## config.mk

```make
export PLATFORM = sky130hd
export DESIGN_NAME = day_of_month
export DESIGN_NICKNAME = d
export VERILOG_FILES = /design/src/rtl/day_of_month.sv
export SDC_FILE = /design/constraint.sdc
export NUM_CORES = 1
export LEC_CHECK = 0
export BUFFER_PORTS_ARGS = -buffer_cell sky130_fd_sc_hd__buf_2
export CAP_MARGIN = 20
export CELL_PAD_IN_SITES_DETAIL_PLACEMENT = 1
export CELL_PAD_IN_SITES_GLOBAL_PLACEMENT = 2
export CORE_ASPECT_RATIO = 1.75
export CORE_MARGIN = 1
export CORE_UTILIZATION = 20
export CTS_CLUSTER_SIZE = 28
export DETAILED_ROUTE_END_ITERATION = 10
export PLACE_DENSITY = 0.74
export SETUP_SLACK_MARGIN = 0.3
export SLEW_MARGIN = 5
export SYNTH_ARGS = -nofsm -noshare
export SYNTH_HDL_FRONTEND = slang
export SYNTH_SLANG_ARGS = --single-unit
```

## constraint.sdc

```tcl
create_clock -name clk -period 1.55 [get_ports clk]
set_input_delay 0.0775 -clock clk [delete_from_list [all_inputs] [get_ports clk]]
set_output_delay 0.0775 -clock clk [all_outputs]
set_load 0.02 [all_outputs]
```

## src/rtl/day_of_month.sv

```systemverilog
// day_of_month: calendar day counter with month-length/leap awareness, end-of-month carry and clamp
module day_of_month #(
    parameter int DAY_W  = 5,
    parameter int YEAR_W = 7
) (
    input  logic              clk,
    input  logic              clear,
    input  logic              day_tick,
    input  logic              load,
    input  logic              enable,
    input  logic [DAY_W-1:0]  data,
    input  logic [3:0]        month,
    input  logic [YEAR_W-1:0] year,
    output logic [DAY_W-1:0]  day,
    output logic              month_carry,
    output logic [DAY_W-1:0]  databus
);
    logic [DAY_W-1:0] day_q = DAY_W'(1);
    logic             carry_q = 1'b0;
    logic [DAY_W-1:0] dim;
    logic [DAY_W-1:0] load_val;
    always_comb begin
        dim      = (month == 4'd2) ? ((year[1:0] == 2'b00) ? DAY_W'(29) : DAY_W'(28)) :
                   (month == 4'd4 || month == 4'd6 || month == 4'd9 || month == 4'd11) ? DAY_W'(30) :
                   DAY_W'(31);
        load_val = (data == '0) ? DAY_W'(1) : (data > dim) ? dim : data;
    end
    always_ff @(posedge clk) begin
        if (clear) begin
            day_q   <= DAY_W'(1);
            carry_q <= 1'b0;
        end else if (load) begin
            day_q   <= load_val;
            carry_q <= 1'b0;
        end else if (day_tick) begin
            day_q   <= (day_q >= dim) ? DAY_W'(1) : day_q + DAY_W'(1);
            carry_q <= (day_q >= dim);
        end else begin
            day_q   <= (day_q > dim) ? dim : day_q;
            carry_q <= 1'b0;
        end
    end
    assign day         = day_q;
    assign month_carry = carry_q;
    assign databus     = enable ? day_q : '0;
endmodule
```

Yosys cells after proc, flatten, opt, wreduce, memory -nomap -nowiden:

Index checks and enable logic that the tools add are counted.

* $add $sub $neg: 1
* $mul: 0
* divide/modulo/power cells: 0
* magnitude comparators: 3
* equal/unequal tests: 5
* shifts and indexed selects: 0
* multiplexer cells: 10
* bitwise logic cells: 1
* reduce and logical (&&, ||, !) cells: 7

Operator list (count)
* $mux 5: 7
* $gt 5x5->1: 2
* $eq 4x3->1 const B: 2
* $eq 4x4->1 const B: 2
* $add 5x1->5 const B: 1
* $ge 5x5->1: 1
* $logic_not 5->1: 1
* $eq 4x2->1 const B: 1
* $logic_or 1x1->1: 3
* $reduce_bool 3->1: 1
* $reduce_or 3->1: 1
* $logic_not 2->1: 1
* $mux 1: 2
* $mux 2: 1
* $not 1->1: 1

* register bits after elaboration: 6
* latch bits: 0
* RAM bits: 0
* memory bits (read-only): 0
* output and inout port bits: 11
* memories kept: 0

Depth between registers and ports, before layout:

Gate-level depths: netlist of the first run.

* depth in word-level cells: 10
* depth in mapped cells: 9
* mapped depth without buffers: 9

Worst setup path after synthesis of the first run:

No wires, ideal clock.

* path kind: reg2reg
* start: register day_q[0] (netlist: day[0])
* end: register day_q[1] (netlist: day[1])
* setup time: 78 ps
* data arrival time: 1640 ps
* data required time: 1472 ps
* path slack: -167 ps
* stages on the path, launching flop included: 8
* path buffers: 0
* clock period less this slack: 1717 ps
* cell sequence: dfxtp_1 > inv_1 > ha_1 > nand2b_1 > a21oi_1 > o21ai_1 > o221a_1 > nor3_1

* cells in the longest elaborated chain, start to end: 4

Ends and longest elaborated chain
* from (decl): line 18 `logic [DAY_W-1:0] day_q = DAY_W'(1);`
* from (signal assigned): line 33 `day_q <= load_val;`
* from (signal assigned): line 36 `day_q <= (day_q >= dim) ? DAY_W'(1) : day_q + DAY_W'(1);`
* from (signal assigned): line 39 `day_q <= (day_q > dim) ? dim : day_q;`
* $add 5x1->5 or $ge 5x5->1 (tied branches): line 36
* $mux 5: line 36
* $mux 5: line 35 `end else if (day_tick) begin`
* $mux 5: line 32 `end else if (load) begin`

Several ways; a longest one is shown, not always the timed one.
A chain may end at the register's enable or synchronous reset.

Worst setup path in the final report of the first run:

* start: input month[3]
* end: register day_q[1] (netlist: day[1])

* cells in the longest elaborated chain, start to end: 10

Ends and longest elaborated chain
* from (decl): line 12 `input logic [3:0] month,`
* $eq 4x3->1: line 24 `(month == 4'd4 || month == 4'd6 || month == 4'd9 || month == 4'd11) ? DAY_W'(30) :`
* $logic_or 1x1->1 (3 in a row): line 24
* $mux 1: line 24
* $mux 2 *: line 23 `dim = (month == 4'd2) ? ((year[1:0] == 2'b00) ? DAY_W'(29) : DAY_W'(28)) :`
* $ge 5x5->1 or $gt 5x5->1 (tied branches): line 36, 26
* $mux 5 (on tied branches): line 36, 26
* $mux 5 (on tied branches): line 35, 26
* $mux 5: line 32

Every way passes the cells marked *; elsewhere a longest branch is shown, timed or not. The select of a mux whose other input is x is not followed.

==> impl_metrics.xml, run 1 <==
<?xml version="1.0" encoding="UTF-8"?>
<metrics>
  <group name="clock_tree">
    <metric name="clock_tree_from_tritoncts" unit="">yes</metric>
    <metric name="cts-htree-levels" unit="">1</metric>
    <metric name="clock_input_transition_at_the_sequential_cells_of_the_worst_setup_and_hold_paths" unit="ps">40</metric>
    <metric name="cts-hold-fix-buffers" unit="">0</metric>
    <metric name="insertion_delay" unit="ps">220</metric>
    <metric name="clock_path_buffers" unit="">2</metric>
    <metric name="clock_sink_count" unit="">6</metric>
    <metric name="clockRootBuffer" unit="">clkbuf_8</metric>
    <metric name="cts_inserted_buffers" unit="">3</metric>
  </group>
  <group name="finish">
    <metric name="layout.cell_area.non_filler" unit="um^2">1030</metric>
    <metric name="final_cell_mix" unit="">22 x buf_2, 15 x buf_4, 7 x nor2_1</metric>
    <metric name="fillerInstances" unit="">341</metric>
    <metric name="antenna_diode_count" unit="">0</metric>
    <metric name="nets_finish" unit="">148</metric>
    <metric name="final_common_cell" unit="">buf_2</metric>
    <metric name="layout.core_utilization" unit="%">37.6</metric>
    <metric name="layout-area-overhead-vs-synth" unit="%">75.6</metric>
    <metric name="layout-drive-gt1-share" unit="%">58.3</metric>
  </group>
  <group name="power_and_ir_drop">
    <metric name="p_comb_share" unit="%">37.0</metric>
    <metric name="sw_frac_of_total" unit="%">30.6</metric>
    <metric name="p_total" unit="W">0.000655</metric>
    <metric name="clockPowerShare" unit="%">36.4</metric>
    <metric name="seqPwrFrac" unit="%">26.6</metric>
    <metric name="intPower" unit="W">0.000455</metric>
    <metric name="ir_worst_vdd" unit="uV">213</metric>
    <metric name="power_per_cell_area" unit="nW/um^2">633</metric>
    <metric name="static-leakage-power" unit="nW">0.494</metric>
    <metric name="netSwitchingPower" unit="W">0.000200</metric>
  </group>
  <group name="setup_path">
    <metric name="timing.reg2reg.setup_slack" unit="ps">30</metric>
    <metric name="path_max_fanout" unit="">5</metric>
    <metric name="worstRegToRegCells" unit="">6</metric>
    <metric name="worst_r2r_endpoint" unit="">day[1]</metric>
    <metric name="critPathCaptureType" unit="">flip-flop</metric>
    <metric name="timing_worst_setup_path_type" unit="">primary input to flip-flop</metric>
    <metric name="setup_crit_start_kind" unit="">primary input</metric>
    <metric name="critPathRequiredTime" unit="ps">1660</metric>
    <metric name="critPathArrivalTime" unit="ps">1650</metric>
    <metric name="crit-reg2reg-launch" unit="">day[1]</metric>
  </group>
  <group name="sta">
    <metric name="timing.final.setup_violations" unit="">0</metric>
    <metric name="finalWorstPathRequiredPeriod" unit="ps">1540</metric>
    <metric name="layout_worst_path_cycle_share" unit="%">99.1</metric>
    <metric name="fin_setup_tns" unit="ps">0</metric>
    <metric name="grt_setup_unrepaired" unit="">true</metric>
    <metric name="slew-limit-headroom" unit="%">77.7</metric>
    <metric name="timing_worst_slew_pin_value" unit="ps">333</metric>
    <metric name="finalHoldViolations" unit="">0</metric>
    <metric name="worst_clock_skew" unit="ps">2.90</metric>
    <metric name="worst_slack" unit="ps">14.7</metric>
    <metric name="final_max_slew_viol_count" unit="">0</metric>
    <metric name="maxClockFrequency" unit="MHz">651</metric>
  </group>
  <group name="worst_hold_path">
    <metric name="hold_path_startpoint" unit="">clear</metric>
    <metric name="hp-class" unit="">primary input to flip-flop</metric>
    <metric name="min_to" unit="">day[1]</metric>
    <metric name="hold_path_depth" unit="">2</metric>
  </group>
  <group name="detailed_routing">
    <metric name="detail-route-antenna-nets" unit="">0</metric>
    <metric name="drt_iter0_drc" unit="">3</metric>
    <metric name="firstDrtPassIters" unit="">2</metric>
    <metric name="post_drt_wl_per_cell" unit="um">13.2</metric>
    <metric name="drt_drc_violations_left" unit="">0</metric>
    <metric name="total_length_of_routed_wires" unit="mm">1.95</metric>
    <metric name="route.vias.total" unit="">718</metric>
    <metric name="route.detailed.vias_per_inst" unit="">4.88</metric>
  </group>
  <group name="floorplan">
    <metric name="die-area" unit="um^2">3180</metric>
    <metric name="die_h" unit="um">73.8</metric>
    <metric name="die-width" unit="um">43.0</metric>
    <metric name="pin_count" unit="">32</metric>
    <metric name="placementRows" unit="">25</metric>
    <metric name="initial_core_util" unit="%">21.4</metric>
    <metric name="core-area" unit="um^2">2750</metric>
  </group>
  <group name="global_route">
    <metric name="grt_max_degree" unit="">9</metric>
    <metric name="gr-usage-all-layers" unit="%">13.8</metric>
    <metric name="globalRoute.totalOverflow" unit="">0</metric>
    <metric name="antenna_found_initial" unit="">0</metric>
    <metric name="grt_pass1_vias" unit="">783</metric>
    <metric name="grt_first_pass_wirelength" unit="mm">3.28</metric>
  </group>
  <group name="logic_synthesis">
    <metric name="synth_async_sr_flop_share" unit="%">0</metric>
    <metric name="synth_ff_type" unit="">dfxtp_1</metric>
    <metric name="seq_area_frac_synth" unit="%">20.4</metric>
    <metric name="syn_inst" unit="">74</metric>
    <metric name="synth_nets" unit="">100</metric>
    <metric name="synth.distinct_cells" unit="">35</metric>
    <metric name="synth_enable_flop_cells" unit="">0</metric>
    <metric name="number_of_synthesized_register_bits" unit="">6</metric>
    <metric name="yosysWarningCount" unit="">0</metric>
    <metric name="synth.cell_area" unit="um^2">589</metric>
    <metric name="postSynthAreaPerCell" unit="um^2">7.96</metric>
  </group>
  <group name="placed_design">
    <metric name="hpwl" unit="mm">1.59</metric>
    <metric name="dpl-instance-area" unit="um^2">845</metric>
    <metric name="gp_congestion" unit="">0.728</metric>
    <metric name="buffer_ports.inserted" unit="">26</metric>
    <metric name="post_placement_worst_setup_slack" unit="ps">-274</metric>
  </group>
  <group name="outcome">
    <metric name="outcome" unit="">completed</metric>
  </group>
  <group name="run">
    <metric name="cap_violations" unit="">0</metric>
  </group>
</metrics>
## cells in the mapped netlist (2+ instances only)
library cell,number,area [um^2]
nor2_1,9,33.8
dfxtp_1,6,120
nand2_1,6,22.5
and2_1,5,31.3
ha_1,5,62.6
inv_1,5,18.8
a21oi_1,4,20.0
o21ai_1,3,15.0
nand2b_1,2,12.5
nand3b_1,2,15.0
nor2b_1,2,12.5
xor2_1,2,17.5
## stage by stage
step	hold WS [ps]	instances
6_report	55.0	147
5_1_grt	55.7	147
4_1_cts	65.4	144
3_5_place_dp	299	136
3_3_place_gp	299	136
2_1_floorplan	149	74
## cell type report
type / count / area [um^2] / area share [%]
Tap cell: 27 / 33.8 / 3.26
Sequential cell: 6 / 123 / 11.9
Clock buffer: 3 / 41.3 / 3.99
Timing Repair Buffer: 43 / 294 / 28.4
Multi-Input combinational cell: 63 / 524 / 50.7
Inverter: 5 / 18.8 / 1.81
## critical path, cell delays in order
cell and delay (ps):
buf_8 100, nor2_4 130, nand3b_1 130, inv_2 90, buf_6 100, ha_4 210
a221o_1 420, o21ai_1 150, o221a_1 190, nor3_1 50
## per-layer routing
layer  vias to the layer above  global-route usage, %  share of wire (%)
met5                         -                      0                  0
met4                         0                   7.07                2.2
met2                        23                   29.5                 61
met3                         5                   2.21                4.4
met1                       332                   11.2                 32
li1                        358                      -                  -
## power groups by stage
| stage | registers (W) | logic (W) | clock network, W |
|---|---|---|---|
| finish | 0.000174 | 0.000242 | 0.000239 |
| global route | 0.000176 | 0.000267 | 0.000259 |
| CTS | 0.000175 | 0.000228 | 0.000242 |
| detailed placement | 0.000176 | 0.000205 | 0 |
| global placement | 0.000175 | 0.000199 | 0 |
| floorplan | 0.000193 | 0.0000976 | 0 |
## how the worst max path moves through the flow
| stage | from | endpoint | slack (ps) | depth (start not counted) |
|---|---|---|---|---|
| 2_1_floorplan | year[0] | day[1] | -80 | 8 |
| 3_3_place_gp | month[0] | day[1] | -230 | 9 |
| 3_5_place_dp | year[0] | day[1] | -270 | 10 |
| 4_1_cts | year[1] | day[1] | 20 | 9 |
| 5_1_grt | month[3] | day[1] | -90 | 10 |
| 6_report | month[3] | day[1] | 10 | 10 |
## cells by family after synthesis
logic type | synth area share [%]
compound gates | 24.8
xor+xnor | 2.97
buf+inv | 3.19
fa+ha+maj | 10.6
flops | 20.4
mux | 1.70
simple gates | 36.3
## state kept, by name, indices dropped and copies added, names as in the netlist
| name | cells |
|---|---|
| day | 5 |
| month_carry | 1 |
## what timing repair did
action	4_1_cts	5_1_grt
gates resized for setup	12	8
buffers inserted	5	3
pin swaps	12	13
setup endpoints to repair	6	6
Note: power is estimated with default switching activity, not from simulation.
==> run 2, diff against run 1 <==
--- a/config.mk
+++ b/config.mk
@@ -14,6 +14,7 @@
 export CORE_UTILIZATION = 20
 export CTS_CLUSTER_SIZE = 28
 export DETAILED_ROUTE_END_ITERATION = 10
+export GPL_TIMING_DRIVEN = 0
 export PLACE_DENSITY = 0.74
 export SETUP_SLACK_MARGIN = 0.3
 export SLEW_MARGIN = 5
==> impl_metrics.xml, run 2 (same netlist as run 1, synthesis figures left out) <==
<?xml version="1.0" encoding="UTF-8"?>
<metrics>
  <group name="floorplan">
    <metric name="initial_core_util" unit="%">21.4</metric>
    <metric name="core-area" unit="um^2">2750</metric>
    <metric name="die-width" unit="um">43.0</metric>
    <metric name="die_h" unit="um">73.8</metric>
    <metric name="pin_count" unit="">32</metric>
    <metric name="placementRows" unit="">25</metric>
    <metric name="die-area" unit="um^2">3180</metric>
  </group>
  <group name="clock_tree">
    <metric name="cts_inserted_buffers" unit="">3</metric>
    <metric name="clock_sink_count" unit="">6</metric>
    <metric name="clock_path_buffers" unit="">2</metric>
    <metric name="clock_input_transition_at_the_sequential_cells_of_the_worst_setup_and_hold_paths" unit="ps">40</metric>
    <metric name="insertion_delay" unit="ps">230</metric>
    <metric name="cts-htree-levels" unit="">1</metric>
    <metric name="clock_tree_from_tritoncts" unit="">yes</metric>
    <metric name="clockRootBuffer" unit="">clkbuf_8</metric>
  </group>
  <group name="placed_design">
    <metric name="hpwl" unit="mm">1.41</metric>
    <metric name="buffer_ports.inserted" unit="">26</metric>
    <metric name="gp_congestion" unit="">0.721</metric>
    <metric name="placed_cells_incl_taps" unit="">127</metric>
    <metric name="post_placement_worst_setup_slack" unit="ps">-341</metric>
  </group>
  <group name="detailed_routing">
    <metric name="route.vias.total" unit="">672</metric>
    <metric name="drt_iter0_drc" unit="">5</metric>
    <metric name="drt_drc_violations_left" unit="">0</metric>
    <metric name="route.detailed.vias_per_inst" unit="">4.87</metric>
    <metric name="total_length_of_routed_wires" unit="mm">1.82</metric>
    <metric name="firstDrtPassIters" unit="">2</metric>
    <metric name="post_drt_wl_per_cell" unit="um">13.2</metric>
    <metric name="detail-route-antenna-nets" unit="">0</metric>
  </group>
  <group name="setup_path">
    <metric name="critPathArrivalTime" unit="ps">1690</metric>
    <metric name="critPathRequiredTime" unit="ps">1670</metric>
    <metric name="timing_worst_setup_path_type" unit="">primary input to flip-flop</metric>
    <metric name="path_max_fanout" unit="">5</metric>
    <metric name="setup_crit_start_kind" unit="">primary input</metric>
    <metric name="critPathCaptureType" unit="">flip-flop</metric>
  </group>
  <group name="global_route">
    <metric name="grt_first_pass_wirelength" unit="mm">2.82</metric>
    <metric name="met1_global_route_usage" unit="%">10.8</metric>
    <metric name="grt_pass1_vias" unit="">661</metric>
    <metric name="grtUsageMet2" unit="%">23.2</metric>
    <metric name="antenna_found_initial" unit="">0</metric>
    <metric name="grt_util_met3" unit="%">2.46</metric>
    <metric name="gr-usage-all-layers" unit="%">12.2</metric>
    <metric name="globalRoute.totalOverflow" unit="">0</metric>
    <metric name="grt.busiest_layer" unit="">met2</metric>
    <metric name="grt_max_degree" unit="">9</metric>
  </group>
  <group name="sta">
    <metric name="timing.final.setup_violations" unit="">2</metric>
    <metric name="worst_slack" unit="ps">-25.1</metric>
    <metric name="grt_setup_unrepaired" unit="">true</metric>
    <metric name="finalHoldViolations" unit="">0</metric>
    <metric name="timing_worst_slew_pin_value" unit="ps">329</metric>
    <metric name="maxClockFrequency" unit="MHz">635</metric>
    <metric name="final_max_slew_viol_count" unit="">0</metric>
    <metric name="slew-limit-headroom" unit="%">78.0</metric>
    <metric name="worst_clock_skew" unit="ps">0.114</metric>
    <metric name="finalWorstPathRequiredPeriod" unit="ps">1580</metric>
    <metric name="layout_worst_path_cycle_share" unit="%">102</metric>
  </group>
  <group name="power_and_ir_drop">
    <metric name="static-leakage-power" unit="nW">0.429</metric>
    <metric name="power_per_cell_area" unit="nW/um^2">686</metric>
    <metric name="ir_worst_vdd" unit="uV">218</metric>
  </group>
  <group name="finish">
    <metric name="fillerInstances" unit="">364</metric>
    <metric name="finish.cell_count_without_fillers" unit="">138</metric>
    <metric name="largest_reg_flops" unit="">5</metric>
    <metric name="layout-area-overhead-vs-synth" unit="%">55.4</metric>
    <metric name="multi_input_area" unit="um^2">502</metric>
    <metric name="layout-drive-gt1-share" unit="%">51.4</metric>
    <metric name="final_cell_mix" unit="">26 x buf_2, 8 x nor2_1, 8 x buf_4</metric>
    <metric name="final-seq-area" unit="um^2">128</metric>
    <metric name="final_common_cell" unit="">buf_2</metric>
    <metric name="nets_finish" unit="">139</metric>
    <metric name="antenna_diode_count" unit="">0</metric>
  </group>
  <group name="outcome">
    <metric name="outcome" unit="">complete, but fails checks</metric>
    <metric name="violations_in_the_final_reports" unit="">negative setup slack</metric>
  </group>
  <group name="worst_hold_path">
    <metric name="hp-class" unit="">primary input to flip-flop</metric>
  </group>
  <group name="run">
    <metric name="cap_violations" unit="">0</metric>
  </group>
</metrics>
run 2: timing repair:
action | CTS | global route
cloned | 0 | 0
hold buffers | 0 | 0
resized for setup | 5 | 4
setup buffers | 5 | 3
setup endpoints to repair | 6 | 6
pin swaps | 5 | 5
run 2: per-layer routing:
layer	up-vias	wire [um]
li1	341	-
met1	303	626
met2	23	1040
met3	5	93
met4	0	55
met5	-	0
run 2: through the flow:
| step | cell area [um^2] | hold slack, ps | util, % | setup TNS [ps] | power (W) |
|---|---|---|---|---|---|
| floorplan | 613 | 149 | - | -207 | 0.000290 |
| global placement | 777 | 297 | 28.2 | -1140 | 0.000352 |
| detailed placement | 777 | 297 | 28.2 | -1310 | 0.000356 |
| CTS | 873 | 60.1 | 31.7 | -73.7 | 0.000617 |
| global route | 916 | 74.5 | 33.3 | -245 | 0.000658 |
| finish | 916 | 62.8 | 33.3 | -36.9 | 0.000628 |
run 2: worst paths after layout:
path,from,endpoint,slack (ps),depth (start not counted)
worst min register to register,day[0],day[0],630,3
worst max register to register,day[1],day[1],-20,6
worst min-delay path,clear,day[1],60,2
worst max-delay path,year[0],day[1],-30,9
run 2: cell type report:
cell class / count / share of cell area [%]
sequential: 6 / 13.9
clock buffer: 3 / 4.51
tap: 27 / 3.69
inverter: 5 / 2.32
timing repair buffer: 34 / 20.8
multi-input combinational: 63 / 54.8
run 2: worst max-delay path, stage by stage:
cell	delay, ps
buf_2	100
o21a_1	200
o21ai_4	130
and2_4	180
ha_4	200
a221o_1	400
o21ai_1	150
o221a_1	210
nor3_2	50
run 2: power by group:
part | internal, W | switching [W] | total [W]
clock network | 0.000168 | 0.0000764 | 0.000244
registers | 0.000165 | 0.0000131 | 0.000178
logic | 0.0000983 | 0.000108 | 0.000206
total | 0.000431 | 0.000197 | 0.000628
